$ cat src/rtl/sat_bin_loader.sv
// Loads one bin (clauses, var states, lvl states) into sat_engine, starts it, captures the verdict.
// Latency: clause writes trail each accepted beat by 1 cycle; done_o 1 cycle after done_core_i seen in RUN.
// Backpressure: clause_ready_o high only while clause rows are outstanding; start_load_i dropped while busy.
module sat_bin_loader #(
    parameter int NUM_CLAUSES      = 8,
    parameter int NUM_VARS         = 8,
    parameter int NUM_LVLS         = 8,
    parameter int WIDTH_LVL        = 16,
    parameter int WIDTH_VAR_STATES = 19,
    parameter int WIDTH_LVL_STATES = 11
) (
    input  logic                                   clk,
    input  logic                                   rst,
    input  logic                                   start_load_i,
    input  logic [WIDTH_LVL-1:0]                   cur_bin_num_i,
    input  logic [WIDTH_LVL-1:0]                   load_lvl_i,
    input  logic [WIDTH_LVL-1:0]                   base_lvl_i,
    input  logic [WIDTH_VAR_STATES*NUM_VARS-1:0]   vars_states_i,
    input  logic [WIDTH_LVL_STATES*NUM_LVLS-1:0]   lvl_states_i,
    input  logic                                   clause_valid_i,
    output logic                                   clause_ready_o,
    input  logic [2*NUM_VARS-1:0]                  clause_data_i,
    output logic                                   busy_o,
    output logic                                   done_o,
    output logic                                   result_sat_o,
    output logic                                   result_unsat_o,
    output logic [WIDTH_LVL-1:0]                   result_bkt_lvl_o,
    output logic [WIDTH_VAR_STATES*NUM_VARS-1:0]   result_vars_states_o,
    output logic [WIDTH_LVL_STATES*NUM_LVLS-1:0]   result_lvl_states_o,
    output logic [31:0]                            run_cycles_o,
    output logic [NUM_CLAUSES-1:0]                 wr_carray_o,
    output logic [2*NUM_VARS-1:0]                  clause_o,
    output logic [NUM_VARS-1:0]                    wr_var_states_o,
    output logic [WIDTH_VAR_STATES*NUM_VARS-1:0]   vars_states_o,
    output logic [NUM_LVLS-1:0]                    wr_lvl_states_o,
    output logic [WIDTH_LVL_STATES*NUM_LVLS-1:0]   lvl_states_o,
    output logic                                   start_core_o,
    output logic                                   base_lvl_en_o,
    output logic [WIDTH_LVL-1:0]                   cur_bin_num_o,
    output logic [WIDTH_LVL-1:0]                   load_lvl_o,
    output logic [WIDTH_LVL-1:0]                   base_lvl_o,
    input  logic                                   done_core_i,
    input  logic                                   sat_i,
    input  logic                                   unsat_i,
    input  logic [WIDTH_LVL-1:0]                   bkt_lvl_i,
    input  logic [WIDTH_VAR_STATES*NUM_VARS-1:0]   eng_vars_states_i,
    input  logic [WIDTH_LVL_STATES*NUM_LVLS-1:0]   eng_lvl_states_i
);
    localparam int IW = (NUM_CLAUSES > 1) ? $clog2(NUM_CLAUSES) : 1;
    localparam logic [IW-1:0] LAST_IDX = IW'(NUM_CLAUSES - 1);

    // Each state names the phase whose engine strobe is currently visible on the outputs;
    // LOAD_C spends one extra cycle (ready low) while the last clause write drains.
    typedef enum logic [2:0] {
        IDLE, LOAD_C, WR_VS, WR_LS, START, RUN, CAPTURE
    } state_t;

    state_t                                 state;
    logic [IW-1:0]                          idx;
    logic [31:0]                            run_cnt;
    logic [31:0]                            run_cnt_inc;
    logic [WIDTH_LVL-1:0]                   cur_bin_q;
    logic [WIDTH_LVL-1:0]                   load_lvl_q;
    logic [WIDTH_LVL-1:0]                   base_lvl_q;
    logic [WIDTH_VAR_STATES*NUM_VARS-1:0]   vs_q;
    logic [WIDTH_LVL_STATES*NUM_LVLS-1:0]   ls_q;

    // Profiling counter saturates rather than wrapping.
    assign run_cnt_inc = (run_cnt == '1) ? run_cnt : run_cnt + 32'd1;

    // Sequencer: state, snapshots, counters and all registered outputs.
    always_ff @(posedge clk or negedge rst) begin
        if (!rst) begin
            state                <= IDLE;
            idx                  <= '0;
            run_cnt              <= '0;
            cur_bin_q            <= '0;
            load_lvl_q           <= '0;
            base_lvl_q           <= '0;
            vs_q                 <= '0;
            ls_q                 <= '0;
            clause_ready_o       <= 1'b0;
            busy_o               <= 1'b0;
            done_o               <= 1'b0;
            result_sat_o         <= 1'b0;
            result_unsat_o       <= 1'b0;
            result_bkt_lvl_o     <= '0;
            result_vars_states_o <= '0;
            result_lvl_states_o  <= '0;
            run_cycles_o         <= '0;
            wr_carray_o          <= '0;
            clause_o             <= '0;
            wr_var_states_o      <= '0;
            vars_states_o        <= '0;
            wr_lvl_states_o      <= '0;
            lvl_states_o         <= '0;
            start_core_o         <= 1'b0;
            base_lvl_en_o        <= 1'b0;
            cur_bin_num_o        <= '0;
            load_lvl_o           <= '0;
            base_lvl_o           <= '0;
        end else begin
            // Strobes are single-cycle unless re-asserted below.
            wr_carray_o     <= '0;
            wr_var_states_o <= '0;
            wr_lvl_states_o <= '0;
            start_core_o    <= 1'b0;
            base_lvl_en_o   <= 1'b0;
            done_o          <= 1'b0;

            case (state)
                IDLE, CAPTURE: begin
                    state <= IDLE;
                    if (start_load_i) begin
                        cur_bin_q      <= cur_bin_num_i;
                        load_lvl_q     <= load_lvl_i;
                        base_lvl_q     <= base_lvl_i;
                        vs_q           <= vars_states_i;
                        ls_q           <= lvl_states_i;
                        idx            <= '0;
                        run_cnt        <= '0;
                        clause_ready_o <= 1'b1;
                        busy_o         <= 1'b1;
                        state          <= LOAD_C;
                    end
                end
                LOAD_C: begin
                    if (clause_ready_o) begin
                        if (clause_valid_i) begin
                            wr_carray_o <= NUM_CLAUSES'(1) << idx;
                            clause_o    <= clause_data_i;
                            if (idx == LAST_IDX) begin
                                clause_ready_o <= 1'b0;
                            end else begin
                                idx <= idx + 1'b1;
                            end
                        end
                    end else begin
                        // Last clause write is on the bus now; var states follow.
                        wr_var_states_o <= '1;
                        vars_states_o   <= vs_q;
                        state           <= WR_VS;
                    end
                end
                WR_VS: begin
                    wr_lvl_states_o <= '1;
                    lvl_states_o    <= ls_q;
                    state           <= WR_LS;
                end
                WR_LS: begin
                    start_core_o  <= 1'b1;
                    base_lvl_en_o <= 1'b1;
                    cur_bin_num_o <= cur_bin_q;
                    load_lvl_o    <= load_lvl_q;
                    base_lvl_o    <= base_lvl_q;
                    state         <= START;
                end
                START: begin
                    // done_core_i is deliberately ignored while start_core_o is high.
                    state <= RUN;
                end
                RUN: begin
                    run_cnt <= run_cnt_inc;
                    if (done_core_i) begin
                        result_sat_o         <= sat_i;
                        result_unsat_o       <= unsat_i;
                        result_bkt_lvl_o     <= bkt_lvl_i;
                        result_vars_states_o <= eng_vars_states_i;
                        result_lvl_states_o  <= eng_lvl_states_i;
                        run_cycles_o         <= run_cnt_inc;
                        done_o               <= 1'b1;
                        busy_o               <= 1'b0;
                        state                <= CAPTURE;
                    end
                end
                default: state <= IDLE;
            endcase
        end
    end
endmodule

$ cat config.mk
export PLATFORM = sky130hd
export DESIGN_NAME = sat_bin_loader
export DESIGN_NICKNAME = d
export VERILOG_FILES = /design/src/rtl/sat_bin_loader.sv
export SDC_FILE = /design/constraint.sdc
export NUM_CORES = 2
export LEC_CHECK = 0
export CAP_MARGIN = 25
export CORE_AREA = 3 3 466 468
export CTS_CLUSTER_DIAMETER = 50
export DETAILED_ROUTE_END_ITERATION = 12
export DIE_AREA = 0 0 469 471
export HOLD_SLACK_MARGIN = 0.05
export PLACE_DENSITY = 0.42
export SYNTH_ARGS = -nofsm -noshare
export SYNTH_HDL_FRONTEND = slang
export SYNTH_SLANG_ARGS = --single-unit
$ cat constraint.sdc
create_clock -name clk -period 2.7 [get_ports clk]
set_input_delay 0.81 -clock clk [delete_from_list [all_inputs] [get_ports clk]]
set_output_delay 0.81 -clock clk [all_outputs]
set_load 0.01 [all_outputs]
# --- Yosys cells after proc, flatten, opt, wreduce, memory -nomap -nowiden ---
# Cells that the tools add are included.
totals:
  regBits: 948
  out_inout_bits: 623
  wordCells: 86
op_classes:
  n_addsub: 2
  n_eq_ne: 14
  shift: 1
  n_mux: 28
  n_bitwise: 1
  n_reduce_logical: 13
op_table:
  columns: ["op", "n"]
  rows:
  - ["$mux W32", 2]
  - ["$pmux W32 S2", 1]
  - ["$mux W8", 6]
  - ["$add A32 B1 Y32 const B", 1]
  - ["$eq A32 B32 Y1 const B", 1]
  - ["$mux W3", 6]
  - ["$pmux W3 S6", 1]
  - ["$eq A3 B3 Y1 const B", 4]
  - ["$ne A2 B2 Y1 const B", 6]
  - ["$reduce_and A2 Y1", 6]
  - ["$mux W1", 9]
  - ["$shl A1 B3 Y8 const A", 1]
  - ["$eq A3 B2 Y1 const B", 2]
  - ["$pmux W3 S2", 1]
  - ["$reduce_and A3 Y1", 2]
  - ["$reduce_and A5 Y1", 1]
  - ["$pmux W1 S2", 2]
  - ["$reduce_bool A2 Y1", 2]
  - ["$add A3 B1 Y3 const B", 1]
  - ["$eq A3 B1 Y1 const B", 1]
  - ["$logic_not A3 Y1", 1]
  - ["$reduce_or A2 Y1", 1]
  - ["$not A1 Y1", 1]

# --- Depth between registers and ports, before layout ---
logic_depth:
  word_depth: 5
  ltp_mapped: 9
  depth_no_buf: 6

# --- Worst setup path after synthesis ---
# Ideal clock, no wire load.
synth_path:
  path_kind: "input port to flip-flop"
  start: "in start_load_i"
  end: "reg base_lvl_q[0]"
  setup_time_ns: 0.125
  arrival_time_ns: 1.997
  t_required_ns: 2.575
  setup_slack_ns: 0.578
  path_stages: 4
  n_path_buf: 2
  path_cell_list: "nor4b_2 > clkbuf_1 > buf_2 > mux2_2"
synth_via:
  elab_chain_cells: 1
synth_rtl:
  columns: ["item", "line", "rtl"]
  rows:
  - ["start: declaration", "14", "input logic start_load_i,"]
  - ["$reduce_and A2 Y1 (no source line)", null, null]
  - ["end signal: assignment", "117", "base_lvl_q <= base_lvl_i;"]
  - ["end: declaration", "64", "logic [WIDTH_LVL-1:0] base_lvl_q;"]
# Every way passes these cells.
# A chain may end at the register's enable or synchronous reset.

# --- Final worst setup path ---
layout_path:
  start: "reg result_vars_states_o[70]"
  end: "out result_vars_states_o[70]"
layout_lines:
  columns: ["item", "line", "rtl"]
  rows:
  - ["start: declaration", "28", "output logic [WIDTH_VAR_STATES*NUM_VARS-1:0] result_vars_states_o,"]
  - ["start signal: assignment", "168", "result_vars_states_o <= eng_vars_states_i;"]
# No word-level cell between the ends.

==> results <==
- The total power divided by cell area is 1170 mW/mm^2.
- The total number of clock tree sinks is 934.
- The number of global-route vias before repair is 28700.
- The average cell area after synthesis is 12.6 sq um.
- The worst setup path is of the flop to output pin kind.
- The actual slew at the worst max-slew pin is 0.675 ns.
- For this run, the leading register cell type out of synthesis is sky130_fd_sc_hd__dfrtp_1.
- The mapped netlist covers 0.0359 sq mm.
- The final number of hold-violating endpoints is 0.
- The most common library cell in the layout ignoring fill and taps is sky130_fd_sc_hd__clkdlybuf4s50_1.
- Clock-pin slew was measured on the worst setup and hold paths at 0.05 ns.
- At the worst endpoint, the arrival time is 1.78 ns.
- The design draws 66.8 mW.
- The layout cell share with drive strength beyond 1 is 23.3%.
- The global-route usage over all layers is 13.7%.
- The total number of placement rows is 170.
- The area growth from synthesis to final layout is 58.9%.
- The clock latency of the later-clocked register in the worst-skew pair is 0.78 ns.
- The synthesized netlist contains 60 unique library cells.
- The final route contains 26500 vias.
- The multi-input combinational cells in the finished layout cover a total of 0.0117 sq mm.
- The final max-slew violation count was 0.
- The weighted congestion at the end of routability-driven global placement is 0.806.
- On the final layout, the worst clock skew is 0.0395 ns.
- The peak fanout along the critical path is 2.
- The deepest level of the CTS H-tree is 4.
- Summed over all layers, the global routing overflow is 0.
- The die is 469 microns wide.
- STA classifies the critical path startpoint as a flop.
- In this run the worst hold path is classified as flop to flop.
- The least setup slack across all paths after layout is 0.106 ns.
- The placed instances occupy a cell area of 0.0521 sq mm.
- Walking the worst path, the cells encountered are clkdlybuf4s50_1.
- The tool flagged a number of max-cap violations equal to 0.
- The filler cells instantiated in the layout total 22500.
- OpenSTA, run right after detailed placement, puts the worst setup slack at -0.179 ns.
- The detail route stage leaves a number of antenna-violating nets equal to 0.
- The final layout contains 4711 nets.
- The flip-flop and latch area is 0.0234 sq mm.
- The core area is 0.214 sq mm.
- The largest incremental delay on the critical path is 0.58 ns.
- In this run the clock root is driven by a sky130_fd_sc_hd__clkbuf_16.
- TritonCTS created 140 clock buffers.
- The run finished with clean final reports.
- The worst setup path is captured at an output pin.
- The wire length of the first global-routing pass is 218000 microns.
- The setup violation total in the final timing report is 0.
- The number of I/O pins is 1190.
- Counting flops and latches in the post-synthesis netlist gives 934.
- The largest individual stage delay along the critical path comes from the cell sky130_fd_sc_hd__clkdlybuf4s50_1.
- The top cell types in the final layout, fill and taps aside, are sky130_fd_sc_hd__clkdlybuf4s50_1, sky130_fd_sc_hd__dfrtp_1, sky130_fd_sc_hd__nand2_1.
- The analysis attributes to cell leakage a power of 24.9 nW.
- The maximum clock rate is 386 MHz.
- The count of yosys warnings during synthesis is 0.
- In the synthesized netlist, the number of instances is 2840.
- The smallest clock period supported by the final layout is computed as 2.59 ns.
- Input and output buffers added on the ports amount to 1189.
- The first detailed-routing pass took 7 iterations.
- The finished layout cell area is 0.0570 sq mm.
- The tightest slew margin relative to the limit is 55.0%.
- The DRC marker count from the first detailed-route iteration is 1094.
- The die covers 0.221 sq mm.
- Yosys mapped a number of flops with a built-in enable equal to 0.
- Once the floorplan was initialized, standard cells occupied 16.8% of the core.
- The category of cells accounting for the largest share of critical-path delay is buffers and inverters.
- The initial antenna violation count was 54.
- The critical path data required time is 1.89 ns.
- In the final routed layout, each cell accounts on average for 21.8 microns.
- The die outline height is 471 microns.
- The vias per cell is 3.74.
- In this run the deepest clock path goes through 3 buffers.
- The pin count of the biggest net entering global routing is 83.
- The fraction of registers with async set or reset after synthesis is 100%.
- After layout, the worst path uses 96.1% of the clock period.
- Setup repair after global routing left no endpoint under its margin.
- In the final timing run, aggregate negative setup slack is 0 ns.
- The detailed-route wire length is 155000 microns.
- The post-detailed-route DRC marker count is 0.
- The HPWL after detailed placement is 121000 microns.
- IR analysis of the VDD net gives a maximum drop of 0.000596 V.
- The number of buffers and inverters on the critical path is 1.
- After synthesis, flip-flops and latches occupy 65.1% of the total area.
- TritonCTS built the clock tree.
- When the netlist entered floorplanning its net count stood at 3414.
[through the flow]
stage	std cells	util [%]	hold WS, ns
CTS	7086	26.6	0.457
global route	7090	26.6	0.485
floorplan	2840	-	0.475
detailed placement	6832	24.3	0.462
finish	7099	26.6	0.470
global placement	6832	24.3	0.456
[tightest hold or removal path, cell delays in order (launching register included)]
cell and delay, ns:
sky130_fd_sc_hd__dfrtp_1 0.33, sky130_fd_sc_hd__nand2_1 0.05, sky130_fd_sc_hd__nand2_1 0.06
[sequential cells by signal, indices dropped and copies added, names as in the netlist, 16 cells and up]
name                  cells
base_lvl_q               16
base_lvl_o               16
result_bkt_lvl_o         16
ls_q                     88
run_cycles_o             32
result_vars_states_o    152
vs_q                    152
vars_states_o           152
result_lvl_states_o      88
load_lvl_q               16
load_lvl_o               16
run_cnt                  32
clause_o                 16
lvl_states_o             88
cur_bin_q                16
cur_bin_num_o            16
[worst paths after layout]
check                      slack, ns  depth (start not counted)                               endpoint                             startpoint
max                             0.11                          1               result_vars_states_o[70]   result_vars_states_o[70]$_DFFE_PN0P_
min                             0.47                          2  result_vars_states_o[133]$_DFFE_PN0P_  result_vars_states_o[133]$_DFFE_PN0P_
min reg2reg                     0.47                          2  result_vars_states_o[133]$_DFFE_PN0P_  result_vars_states_o[133]$_DFFE_PN0P_
min in group asynchronous       0.58                          2                   vs_q[92]$_DFFE_PN0N_                                    rst
max reg2reg                     0.32                          6           run_cycles_o[17]$_DFFE_PN0P_                 run_cnt[0]$_DFFE_PN0P_
max in group asynchronous       1.08                          3                   vs_q[46]$_DFFE_PN0N_                                    rst
[synthesized netlist by cell type (all sizes together) (7+ instances only)]
cell type  number  area, sq um
dfrtp         934        23400
mux2          577         6500
clkbuf         70          264
and4            8         70.1
or3             9         56.3
xor2            8         70.1
nand4          11         87.6
nand2         878         3300
a41oi           8         70.1
nor2           23         86.3
inv             9         33.8
ha              7         87.6
buf           100          561
and3           14         87.6
a21oi          18         93.8
o21ai          52          264
nand3          11         60.1
xnor2          16          140
a31oi          31          194
[final cells by class]
| type | count | share of cell area (%) |
|---|---|---|
| Clock inverter | 73 | 1.80 |
| Inverter | 9 | 0.0724 |
| Timing Repair Buffer | 1325 | 23.5 |
| Clock buffer | 180 | 6.80 |
| Tap cell | 2838 | 6.23 |
| Antenna cell | 13 | 0.0571 |
| Multi-Input combinational cell | 1727 | 20.5 |
| Sequential cell | 934 | 41.0 |
[cell families (layout without fill, tap and decap cells)]
logic type / Yosys count / in the layout / share of synthesized area, %
muxes: 579 / 579 / 18.2
adders and majority gates: 7 / 7 / 0.244
AOI/OAI and AO/OA: 136 / 136 / 2.41
xor gates and xnor gates: 24 / 24 / 0.586
buffers and inverters: 179 / 1587 / 2.39
and+or+nand+nor: 981 / 981 / 11.0
DFF: 934 / 934 / 65.1
other: 0 / 13 / 0
[layer usage]
metal / track usage [%] / up-vias / wire length (microns)
met4: 4.31 / 74 / 4450
li1: - / 12100 / -
met5: 0 / - / 469
met1: 14.1 / 13100 / 54800
met3: 6.65 / 260 / 16600
met2: 24.1 / 1000 / 78300
[report_power, final]
part	switching [mW]	leakage, nW	total (mW)	internal, mW
combinational	10.3	10.9	23.3	13.0
clock	7.31	2.36	19.0	11.6
sequential	4.13	11.6	24.6	20.4
[timing repair]
item                       CTS  global route
hold endpoints to repair    15             0
gates resized for setup     55             4
hold buffers                 1             0
setup buffers                0             0
setup endpoints to repair   67             4
No activity file was read; power rests on OpenSTA's default activity.
